[src/rtl/mw_sr_ctrl.sv]
// mw_sr_ctrl: front end for the microwave run latch.
// Synchronises and debounces start/stop/door, edge-detects the buttons and
// runs a 2-state FSM that emits single-cycle Set/Reset pulses to the latch.
module mw_sr_ctrl #(
  parameter int DEBOUNCE_CYCLES = 16,
  parameter int CNT_W           = 5
) (
  input  logic clk,
  input  logic rst,
  input  logic start_btn,
  input  logic stop_btn,
  input  logic door_open,
  input  logic timer_done,
  output logic S,
  output logic R,
  output logic running
);

  // Lane order in the packed vectors: 0 = start, 1 = stop, 2 = door.
  localparam int NUM_IN = 3;
  localparam int L_START = 0;
  localparam int L_STOP  = 1;
  localparam int L_DOOR  = 2;

  // Door reads as open out of reset until it is proven closed.
  localparam logic [NUM_IN-1:0] DB_RST  = 3'b100;
  localparam logic [CNT_W-1:0]  CNT_MAX = CNT_W'(DEBOUNCE_CYCLES - 1);

  typedef enum logic {ST_IDLE = 1'b0, ST_RUN = 1'b1} state_t;

  logic [NUM_IN-1:0]            w_raw;
  logic [NUM_IN-1:0]            r_s1, r_s2, r_db;
  logic [NUM_IN-1:0][CNT_W-1:0] r_cnt;
  logic                         r_start_d, r_stop_d;
  logic                         w_start_rise, w_stop_rise;
  logic                         w_go, w_halt;
  state_t                       r_state;
  logic                         r_s, r_r, r_running;

  assign w_raw = {door_open, stop_btn, start_btn};

  // Two-flop synchronisers plus stable-count debouncers, one lane per input.
  always_ff @(posedge clk) begin
    if (rst) begin
      r_s1  <= '0;
      r_s2  <= '0;
      r_db  <= DB_RST;
      r_cnt <= '0;
    end else begin
      r_s1 <= w_raw;
      r_s2 <= r_s1;
      for (int i = 0; i < NUM_IN; i++) begin
        if (r_s2[i] == r_db[i]) begin
          r_cnt[i] <= '0;
        end else if (r_cnt[i] == CNT_MAX) begin
          r_db[i]  <= r_s2[i];
          r_cnt[i] <= '0;
        end else begin
          r_cnt[i] <= r_cnt[i] + CNT_W'(1);
        end
      end
    end
  end

  // Delayed debounced buttons for rising-edge detection.
  always_ff @(posedge clk) begin
    if (rst) begin
      r_start_d <= 1'b0;
      r_stop_d  <= 1'b0;
    end else begin
      r_start_d <= r_db[L_START];
      r_stop_d  <= r_db[L_STOP];
    end
  end

  assign w_start_rise = r_db[L_START] & ~r_start_d;
  assign w_stop_rise  = r_db[L_STOP]  & ~r_stop_d;

  // Stop conditions always dominate: a held stop or a concurrent stop edge
  // suppresses start, and any stop source ends a run.
  assign w_go   = w_start_rise & ~r_db[L_DOOR] & ~r_db[L_STOP] & ~w_stop_rise;
  assign w_halt = w_stop_rise | r_db[L_DOOR] | timer_done;

  // Run FSM with registered single-cycle S/R pulses and running flag.
  always_ff @(posedge clk) begin
    if (rst) begin
      r_state   <= ST_IDLE;
      r_s       <= 1'b0;
      r_r       <= 1'b0;
      r_running <= 1'b0;
    end else begin
      r_s <= 1'b0;
      r_r <= 1'b0;
      case (r_state)
        ST_IDLE: begin
          if (w_go) begin
            r_state   <= ST_RUN;
            r_s       <= 1'b1;
            r_running <= 1'b1;
          end
        end
        ST_RUN: begin
          if (w_halt) begin
            r_state   <= ST_IDLE;
            r_r       <= 1'b1;
            r_running <= 1'b0;
          end
        end
        default: begin
          r_state   <= ST_IDLE;
          r_running <= 1'b0;
        end
      endcase
    end
  end

  assign S       = r_s;
  assign R       = r_r;
  assign running = r_running;

endmodule

[config.mk]
export PLATFORM = sky130hd
export DESIGN_NAME = mw_sr_ctrl
export DESIGN_NICKNAME = d
export VERILOG_FILES = /design/src/rtl/mw_sr_ctrl.sv
export SDC_FILE = /design/constraint.sdc
export NUM_CORES = 1
export LEC_CHECK = 0
export ABC_AREA = 1
export BUFFER_PORTS_ARGS = -buffer_cell sky130_fd_sc_hd__buf_2
export CAP_MARGIN = 20
export CORE_AREA = 2 2 42 59
export DETAILED_ROUTE_END_ITERATION = 8
export DIE_AREA = 0 0 44 61
export PLACE_DENSITY_LB_ADDON = 0.08
export SYNTH_ARGS = -nofsm -noshare
export SYNTH_HDL_FRONTEND = slang
export SYNTH_SLANG_ARGS = --single-unit
[constraint.sdc]
create_clock -name clk -period 1.64 [get_ports clk]
set_clock_uncertainty 0.2 [all_clocks]
set_input_delay 0.41 -clock clk [delete_from_list [all_inputs] [get_ports clk]]
set_output_delay 0.41 -clock clk [all_outputs]
set_load 0.05 [all_outputs]
## Word level (Yosys, flattened, before mapping)

Index checks and enable logic that the tools add are counted.

- Mux-type cells: 7
- Reduce and logical (&&, ||, !) cells: 9
- Eq/ne operators: 8
- Add/sub/neg operators: 3
- Bitwise gates (word level): 16

Operators with widths:

| operator | number |
|---|---|
| adder 5 x 1 -> 5 bit (second input constant) | 3 |
| equality test 5 x 4 -> 1 bit (second input constant) | 3 |
| inverter 1 bit | 9 |
| OR reduction 3 bit | 3 |
| AND reduction 2 bit | 4 |
| bitwise AND 1 bit | 5 |
| two-way mux 1 bit | 5 |
| inequality test 2 bit (second input constant) | 2 |
| one-hot mux 1 bit (2 select lines) | 2 |
| OR reduction 2 bit | 2 |
| equality test 1 bit | 3 |
| bitwise OR 1 bit | 2 |

- Register bits: 30
- Word-level logic and storage cells: 57

## Depth between registers and ports, before layout

Gate-level depths: netlist (run 1).

- Depth in word-level cells: 7
- Gate-level depth with buffers: 7
- Mapped depth without buffers: 7

## Least setup slack after synthesis (run 1)

OpenSTA, ideal clock, no wires.

- Path type: register to register
- Start point: register r_cnt[5] (netlist bit)
- End point: register r_cnt[8] (netlist bit)
- Path slack: 214 ps
- Required time: 1370 ps
- Arrival: 1156 ps
- Stages on the path, launching flop included: 8
- Period minus slack after synthesis: 1426 ps
- Setup time: 70 ps
- Cell sequence: dfxtp_1 ha_1 nand2_1 nor2_1 ha_1 nor2_1 nand3_2 a21oi_1

- Cells in the longest elaborated chain, start to end: 2
- Elaborated cells between the ends (all ways): 3
- Classes of those cells: add/sub (1); eq/ne (1); reduce/logical (1)

RTL lines:

| item | line | source |
|---|---|---|
| start, declared | 33 | `logic [NUM_IN-1:0][CNT_W-1:0] r_cnt;` |
| start signal, assigned by index | 59 | `r_cnt[i] <= r_cnt[i] + CNT_W'(1);` |
| branches (longest 2 deep; another with adder 5 x 1 -> 5 bit) | - |  |

Parallel ways; which one is timed is not known.
A chain may end at the register's enable or synchronous reset.

## Final worst setup path (run 1)

Same ends and word-level chain as after synthesis.

==> results of run 1 <==
[registers in the layout (all words and copies together) (netlist names)]
name,count
R,1
S,1
r_cnt,15
r_db,3
r_s1,3
r_s2,3
r_start_d,1
r_state,1
r_stop_d,1
running,1
[path summary, 6_finish.rpt]
kind	startpoint	end	slack, ns	depth (start not counted)
worst min-delay path	start_btn	r_s1[0]	0.10	3
worst min register to register	r_s1[2]	r_s2[2]	0.20	2
worst max register to register	r_cnt[5]	r_cnt[8]	0.09	7
worst max-delay path	r_cnt[5]	r_cnt[8]	0.09	7
[synthesized netlist by cell type]
cell type,number
nand3_1,3
a21oi_2,2
dfxtp_1,30
nor2_1,34
nand2_1,16
nand3_2,1
inv_1,28
nand4_1,4
a21oi_1,6
nor3_2,3
o21ai_0,3
buf_2,1
ha_1,6
nand2_2,2
[report_power, final]
group,internal [mW],total [mW],switching (mW)
clock network,0.207,0.445,0.237
registers,0.742,0.752,0.00994
logic,0.0160,0.0413,0.0253
total,0.965,1.24,0.273
[cell type report]
| type | count | area, um2 | area share |
|---|---|---|---|
| sequential | 30 | 600.6 | 0.4786 |
| multi-input combinational | 80 | 421.7 | 0.3360 |
| inverter | 28 | 105.1 | 0.08375 |
| clock buffer | 7 | 55.05 | 0.04387 |
| timing repair buffer | 8 | 40.04 | 0.03190 |
| tap | 22 | 27.53 | 0.02193 |
| clock inverter | 1 | 5.005 | 0.003988 |
[worst min-delay path: cells and delay by family]
family	cells	cell delay (ns)
and+or+nand+nor	1	0.06
buffers and inverters	2	0.10
[stage by stage]
stage | cell area, um2 | hold slack (ns) | setup slack, ns | power, mW | util
finish | 1255 | 0.1003 | 0.09226 | 1.238 | 0.5831
global route | 1255 | 0.08249 | 0.001567 | 1.304 | 0.5831
CTS | 1251 | 0.08963 | 0.07407 | 1.255 | 0.5814
detailed placement | 1191 | 0.2010 | 0.08764 | 0.8101 | 0.5535
global placement | 1191 | 0.2003 | 0.1218 | 0.8071 | 0.5535
floorplan | 1129 | 0.1883 | 0.2139 | 0.7953 | -
[layer usage]
metal,part of all wire,track usage,vias to the layer above,routed length [um]
met5,0,0,-,0
met3,0.045,0.05357,7,78
met2,0.48,0.2689,17,833
li1,-,-,453,-
met1,0.44,0.1384,407,750
met4,0.032,0.1039,0,55
[cell families after synthesis]
logic type,Yosys count,share of synthesized area
simple gates,63,0.2483
compound gates,11,0.05543
flops,30,0.5322
buf+inv,29,0.09756
fa+ha+maj,6,0.06652
[timing repair]
| item | 4_1_cts | 5_1_grt |
|---|---|---|
| setup buffers | 0 | 0 |
| resized for setup | 0 | 1 |
| setup endpoints to repair | 0 | 3 |
==> impl_metrics.csv, run 1 <==
group,metric,value,unit
run_status,outcome,"complete, no violations",
synthesis,yosysWarnings,0,
clock_network,clock_latency,0.32,ns
worst_hold_path,hold_class,"primary input to flop",
sta,worst_slew_pin_slew,0.2478,ns
pwr,ir_drop,0.6469,mV
sta,slew_headroom,0.8348,
worst_setup_path,worstPathArrival,1.61,ns
floorplanning,initial_core_util,0.5244,
sta,rsz0062_at_grt,"no",
sta,setup-tns-final,0,ns
detailed_routing,drc_errors,0,
finish,final_cell_mix,"34 x nor2_1, 30 x dfxtp_1, 28 x inv_1",
floorplanning,core_area,2152,um2
worst_setup_path,cpLargestDelayFamily,"adder cells",
finish,final_cells,176,
clock_network,clockRootBuffer,"clkbuf_4",
sta,finalMaxSlewViolations,0,
sta,hold_viol,0,
synthesis,yosysSeqAreaShare,0.5322,
finish,drive_above_1_share,0.1558,
sta,min_period_over_period,0.9437,
placement,numPortBuffers,8,
worst_setup_path,cpMaxStageDelayCell,"dfxtp_1",
clock_network,cts_tree,"built",
worst_setup_path,max_stage_delay,0.34,ns
detailed_routing,drt-vias-per-instance,5.023,
sta,final.min_clock_period,1.548,ns
detailed_routing,dr.pass1.iters,4,
floorplanning,die_y,61,um
pwr,power.leakage,0.5567,nW
global_routing,grt_pass1_wl,2884,um
finish,fill_cells,199,
floorplanning,die_x,44,um
worst_setup_path,cp.required,1.70,ns
synthesis,synth_seq_cells,30,
worst_setup_path,crit_path_cell_trace,"ha_1 > nand2_1 > nor2_1 > ha_1 > nor2_1 > nand3_2 > a21oi_1",
global_routing,grt_max_degree,15,
placement,dp.cells,168,
synthesis,synth_fp_nets,151,
global_routing,grt_overflow_total,0,
sta,setup_viol,0,
worst_setup_path,critPathBufInv,0,
synthesis,synth_top_area_cell,"dfxtp_1",
finish,area.growth.synth_to_final,11.20,%
pwr,p_per_area,986.5,nW/um2
floorplanning,rows,20,
placement,dpl.hpwl,1261,um
synthesis,netlist_instances,139,
detailed_routing,vias,884,
clock_network,cts_buffers,5,
clock_network,holdBufCountCts,0,
worst_setup_path,critPathCaptureType,"flop",
worst_setup_path,crit_type,"flop to flop",
finish,antenna_cells,0,
synthesis,yosysUniqueCellTypes,14,
synthesis,synth_top_area_frac,0.5322,
worst_setup_path,critical_path.max_fanout,5,
floorplanning,ioPinCount,9,
clock_network,max-clock-path-buffers,2,
floorplanning,die_area,2684,um2
detailed_routing,wirelength,1718,um
synthesis,syn-cell-area,1129,um2
global_routing,grt_pass1_vias,794,
sta,fmax,0.6461,GHz
detailed_routing,drt_iter0_markers,17,
detailed_routing,antenna_left,0,
placement,place.gp.congestion,0.7312,
clock_network,htreeDepth,2,
finish,layout_commonest_cell,"nor2_1",
global_routing,antenna_found_initial,0,
finish,layout.nets,165,
synthesis,postSynthAreaPerCell,8.119,um2
job,cap_violations,0,
detailed_routing,wl_per_cell,9.761,um
clock_network,cts.sinks,30,
synthesis,synth.area.top_cells,"dfxtp_1 53%, nor2_1 11%, inv_1 9.3%, ha_1 6.7%, nand2_1 5.3%",
global_routing,grtUsageTotal,0.1498,
clock_network,clkTransAtPathRegs,0.09,ns
worst_setup_path,start_kind,"flop",
No activity file was read; power rests on OpenSTA's default activity.
==> run 2: changes to the inputs <==
--- a/config.mk
+++ b/config.mk
@@ -5,12 +5,11 @@
 export SDC_FILE = /design/constraint.sdc
 export NUM_CORES = 1
 export LEC_CHECK = 0
-export ABC_AREA = 1
 export BUFFER_PORTS_ARGS = -buffer_cell sky130_fd_sc_hd__buf_2
 export CAP_MARGIN = 20
-export CORE_AREA = 2 2 42 59
+export CORE_AREA = 2 2 41 57
 export DETAILED_ROUTE_END_ITERATION = 8
-export DIE_AREA = 0 0 44 61
+export DIE_AREA = 0 0 43 59
 export PLACE_DENSITY_LB_ADDON = 0.08
 export SYNTH_ARGS = -nofsm -noshare
 export SYNTH_HDL_FRONTEND = slang
==> run 2 against run 1 <==
  * Sequential share of layout area shrank 3.5 points
  * Power down 0.95%
  * Via count fell by 18%
  * Highest routed layer unchanged
  * Flip-flop and latch count unchanged
  * Die area is 5.5% lower
==> impl_metrics.csv, run 2 <==
group,metric,value,unit
placement,dpl.hpwl,1166,um
floorplanning,core_area,1997,um2
worst_setup_path,rr_worst_depth,5,
detailed_routing,drt-vias-per-instance,4.839,
synthesis,yosysUniqueCellTypes,18,
clock_network,clock_latency,0.33,ns
synthesis,netlist_instances,103,
run_status,outcome,"complete, no violations",
synthesis,synth_top_area_frac,0.5687,
detailed_routing,drt_iter0_markers,5,
worst_setup_path,worstPathArrival,1.68,ns
worst_setup_path,reg2reg_setup_slack,0.02,ns
worst_setup_path,critPathCaptureType,"flop",
synthesis,yosysWarnings,0,
worst_setup_path,r2r_start,"r_cnt[1]",
placement,numPortBuffers,8,
job,cap_violations,0,
finish,multi_input_comb_area,516.7,um2
worst_setup_path,crit_type,"flop to flop",
worst_setup_path,critical_path.max_fanout,5,
finish,regMostFlops,"r_cnt",
global_routing,grt_overflow_total,0,
worst_hold_path,hold_depth,2,
synthesis,syn-cell-area,1056,um2
floorplanning,die_area,2537,um2
finish,regArea,608.1,um2
clock_network,max-clock-path-buffers,2,
clock_network,cts_buffers,5,
synthesis,synth_top_area_cell,"dfxtp_1",
global_routing,antenna_found_initial,0,
finish,antenna_cells,0,
finish,layout_commonest_cell,"dfxtp_1",
synthesis,synth_seq_cells,30,
floorplanning,ioPinCount,9,
finish,final_cell_mix,"24 x dfxtp_1, 12 x buf_4, 10 x inv_1, 10 x nor2_2, 10 x nor2_1",
synthesis,yosysSeqAreaShare,0.5687,
synthesis,synth_ff_type,"dfxtp_1",
sta,hold_viol,0,
global_routing,grtUsageTotal,0.1653,
sta,slew_headroom,0.7882,
synthesis,synth_common_cells,"30 x dfxtp_1, 21 x nor2_1, 10 x inv_1",
finish,area.growth.synth_to_final,29.74,%
sta,finalMaxSlewViolations,0,
worst_setup_path,cp.required,1.70,ns
clock_network,cts.sinks,30,
detailed_routing,antenna_left,0,
synthesis,synth_edf_count,0,
sta,worst_slew_pin_slew,0.3154,ns
detailed_routing,wirelength,1713,um
detailed_routing,dr.pass1.iters,3,
synthesis,synth_fp_nets,115,
synthesis,postSynthAreaPerCell,10.25,um2
sta,setup_viol,0,
finish,layout.nets,141,
pwr,power.leakage,0.5395,nW
global_routing,grt_pass1_vias,767,
pwr,p_per_area,895.0,nW/um2
placement,place.gp.congestion,0.6645,
floorplanning,die_x,43,um
worst_hold_path,min_to,"r_s1[2]",
detailed_routing,wl_per_cell,11.50,um
synthesis,synth_most_common_cell,"dfxtp_1",
detailed_routing,vias,721,
finish,fin_util,0.6861,
clock_network,cts_tree,"built",
sta,final.min_clock_period,1.619,ns
sta,holdWs,0.09090,ns
clock_network,clockRootBuffer,"clkbuf_4",
worst_hold_path,hold_class,"primary input to flop",
sta,fmax,0.6177,GHz
sta,min_period_over_period,0.9871,
clock_network,htreeDepth,2,
synthesis,async_flop_share,0,
finish,drive_above_1_share,0.4297,
floorplanning,die_y,59,um
global_routing,grt_max_degree,12,
pwr,ir_drop,0.8656,mV
floorplanning,rows,19,
synthesis,synth.area.top_cells,"dfxtp_1 57%, nor2_1 7.5%, ha_1 7.1%, xnor2_1 5.0%, nor2b_1 4.1%",
detailed_routing,drc_errors,0,
worst_setup_path,start_kind,"flop",
sta,rsz0062_at_grt,"yes",
worst_setup_path,r2r-end,"r_cnt[1]",
clock_network,holdBufCountCts,0,
floorplanning,initial_core_util,0.5288,
finish,largest_register_ffs,15,
clock_network,clkTransAtPathRegs,0.08,ns
finish,fill_cells,173,
worst_hold_path,hold_start,"door_open",
global_routing,grt_pass1_wl,2898,um
[run 2: cell count changes after synthesis, moves of 3 or more]
cell / delta
inv_1: -18
nand2_1: -15
nor2_1: -13
nor2b_1: +7
xnor2_1: +6
a21oi_1: -5
and3_1: +4
nand4_1: -3
nor3_2: -3
or3_4: +3
xor2_1: +3
[run 2: repair_timing]
action | 4_1_cts | 5_1_grt
gates cloned | 0 | 0
setup buffers | 0 | 2
resized for setup | 2 | 29
endpoints found under the setup margin | 15 | 15
pin swaps | 3 | 15
[run 2: cell families after synthesis]
group / synth area share
simple gates: 0.1955
buf+inv: 0.03910
xor+xnor: 0.07465
mux: 0.01896
compound gates: 0.03198
flops: 0.5687
fa+ha+maj: 0.07109
[run 2: final cells by class]
class | instances | share of cell area
clock buffer | 6 | 0.03744
inverter | 10 | 0.02740
multi-input combinational | 62 | 0.3772
sequential | 30 | 0.4438
tap | 21 | 0.01918
timing repair buffer | 20 | 0.09498
[run 2: layer usage]
metal	routed length [um]	vias to the layer above	GRT usage	part of all wire
met5	0	-	0	0
met4	58	0	0.1169	0.034
met3	86	7	0.09146	0.050
met2	878	10	0.2727	0.51
met1	689	324	0.1520	0.40
li1	-	380	-	-
[run 2: worst max-delay path, cell delays in order, from the launching register on]
cell and delay, ns:
dfxtp_2 0.33, ha_2 0.18, and3_4 0.17, ha_4 0.15
or3_4 0.42, nor2_1 0.10
[run 2: per-stage QoR]
| stage | cell area [um2] | worst slack (ns) | std cells | power, mW | TNS [ns] |
|---|---|---|---|---|---|
| 6_report | 1370 | 0.02110 | 149 | 1.226 | 0 |
| 3_3_place_gp | 1194 | -0.01224 | 141 | 0.8119 | -0.02653 |
| 2_1_floorplan | 1056 | 0.003392 | 103 | 0.7921 | 0 |
| 4_1_cts | 1250 | 0.002738 | 147 | 1.237 | 0 |
| 3_5_place_dp | 1194 | -0.05319 | 141 | 0.8157 | -0.2368 |
| 5_1_grt | 1370 | -0.007838 | 149 | 1.288 | -0.02538 |
[run 2: how the worst max path moves through the flow]
stage | from | endpoint | slack, ns | cells past startpoint
after floorplan | r_cnt[0] | r_cnt[2] | 0.003 | 5
after global placement | r_cnt[10] | r_cnt[13] | -0.01 | 5
after detailed placement | r_cnt[10] | r_cnt[12] | -0.05 | 5
after CTS | r_cnt[0] | r_cnt[3] | 0.003 | 5
after global routing | r_cnt[1] | r_cnt[3] | -0.008 | 5
final | r_cnt[1] | r_cnt[1] | 0.02 | 5
[run 2: power breakdown]
part	internal [mW]	leakage, nW	total [mW]	switching [mW]
Sequential	0.743	0.246	0.753	0.00932
Combinational	0.0304	0.263	0.0581	0.0277
Clock	0.193	0.0302	0.415	0.223
Total	0.966	0.539	1.23	0.260
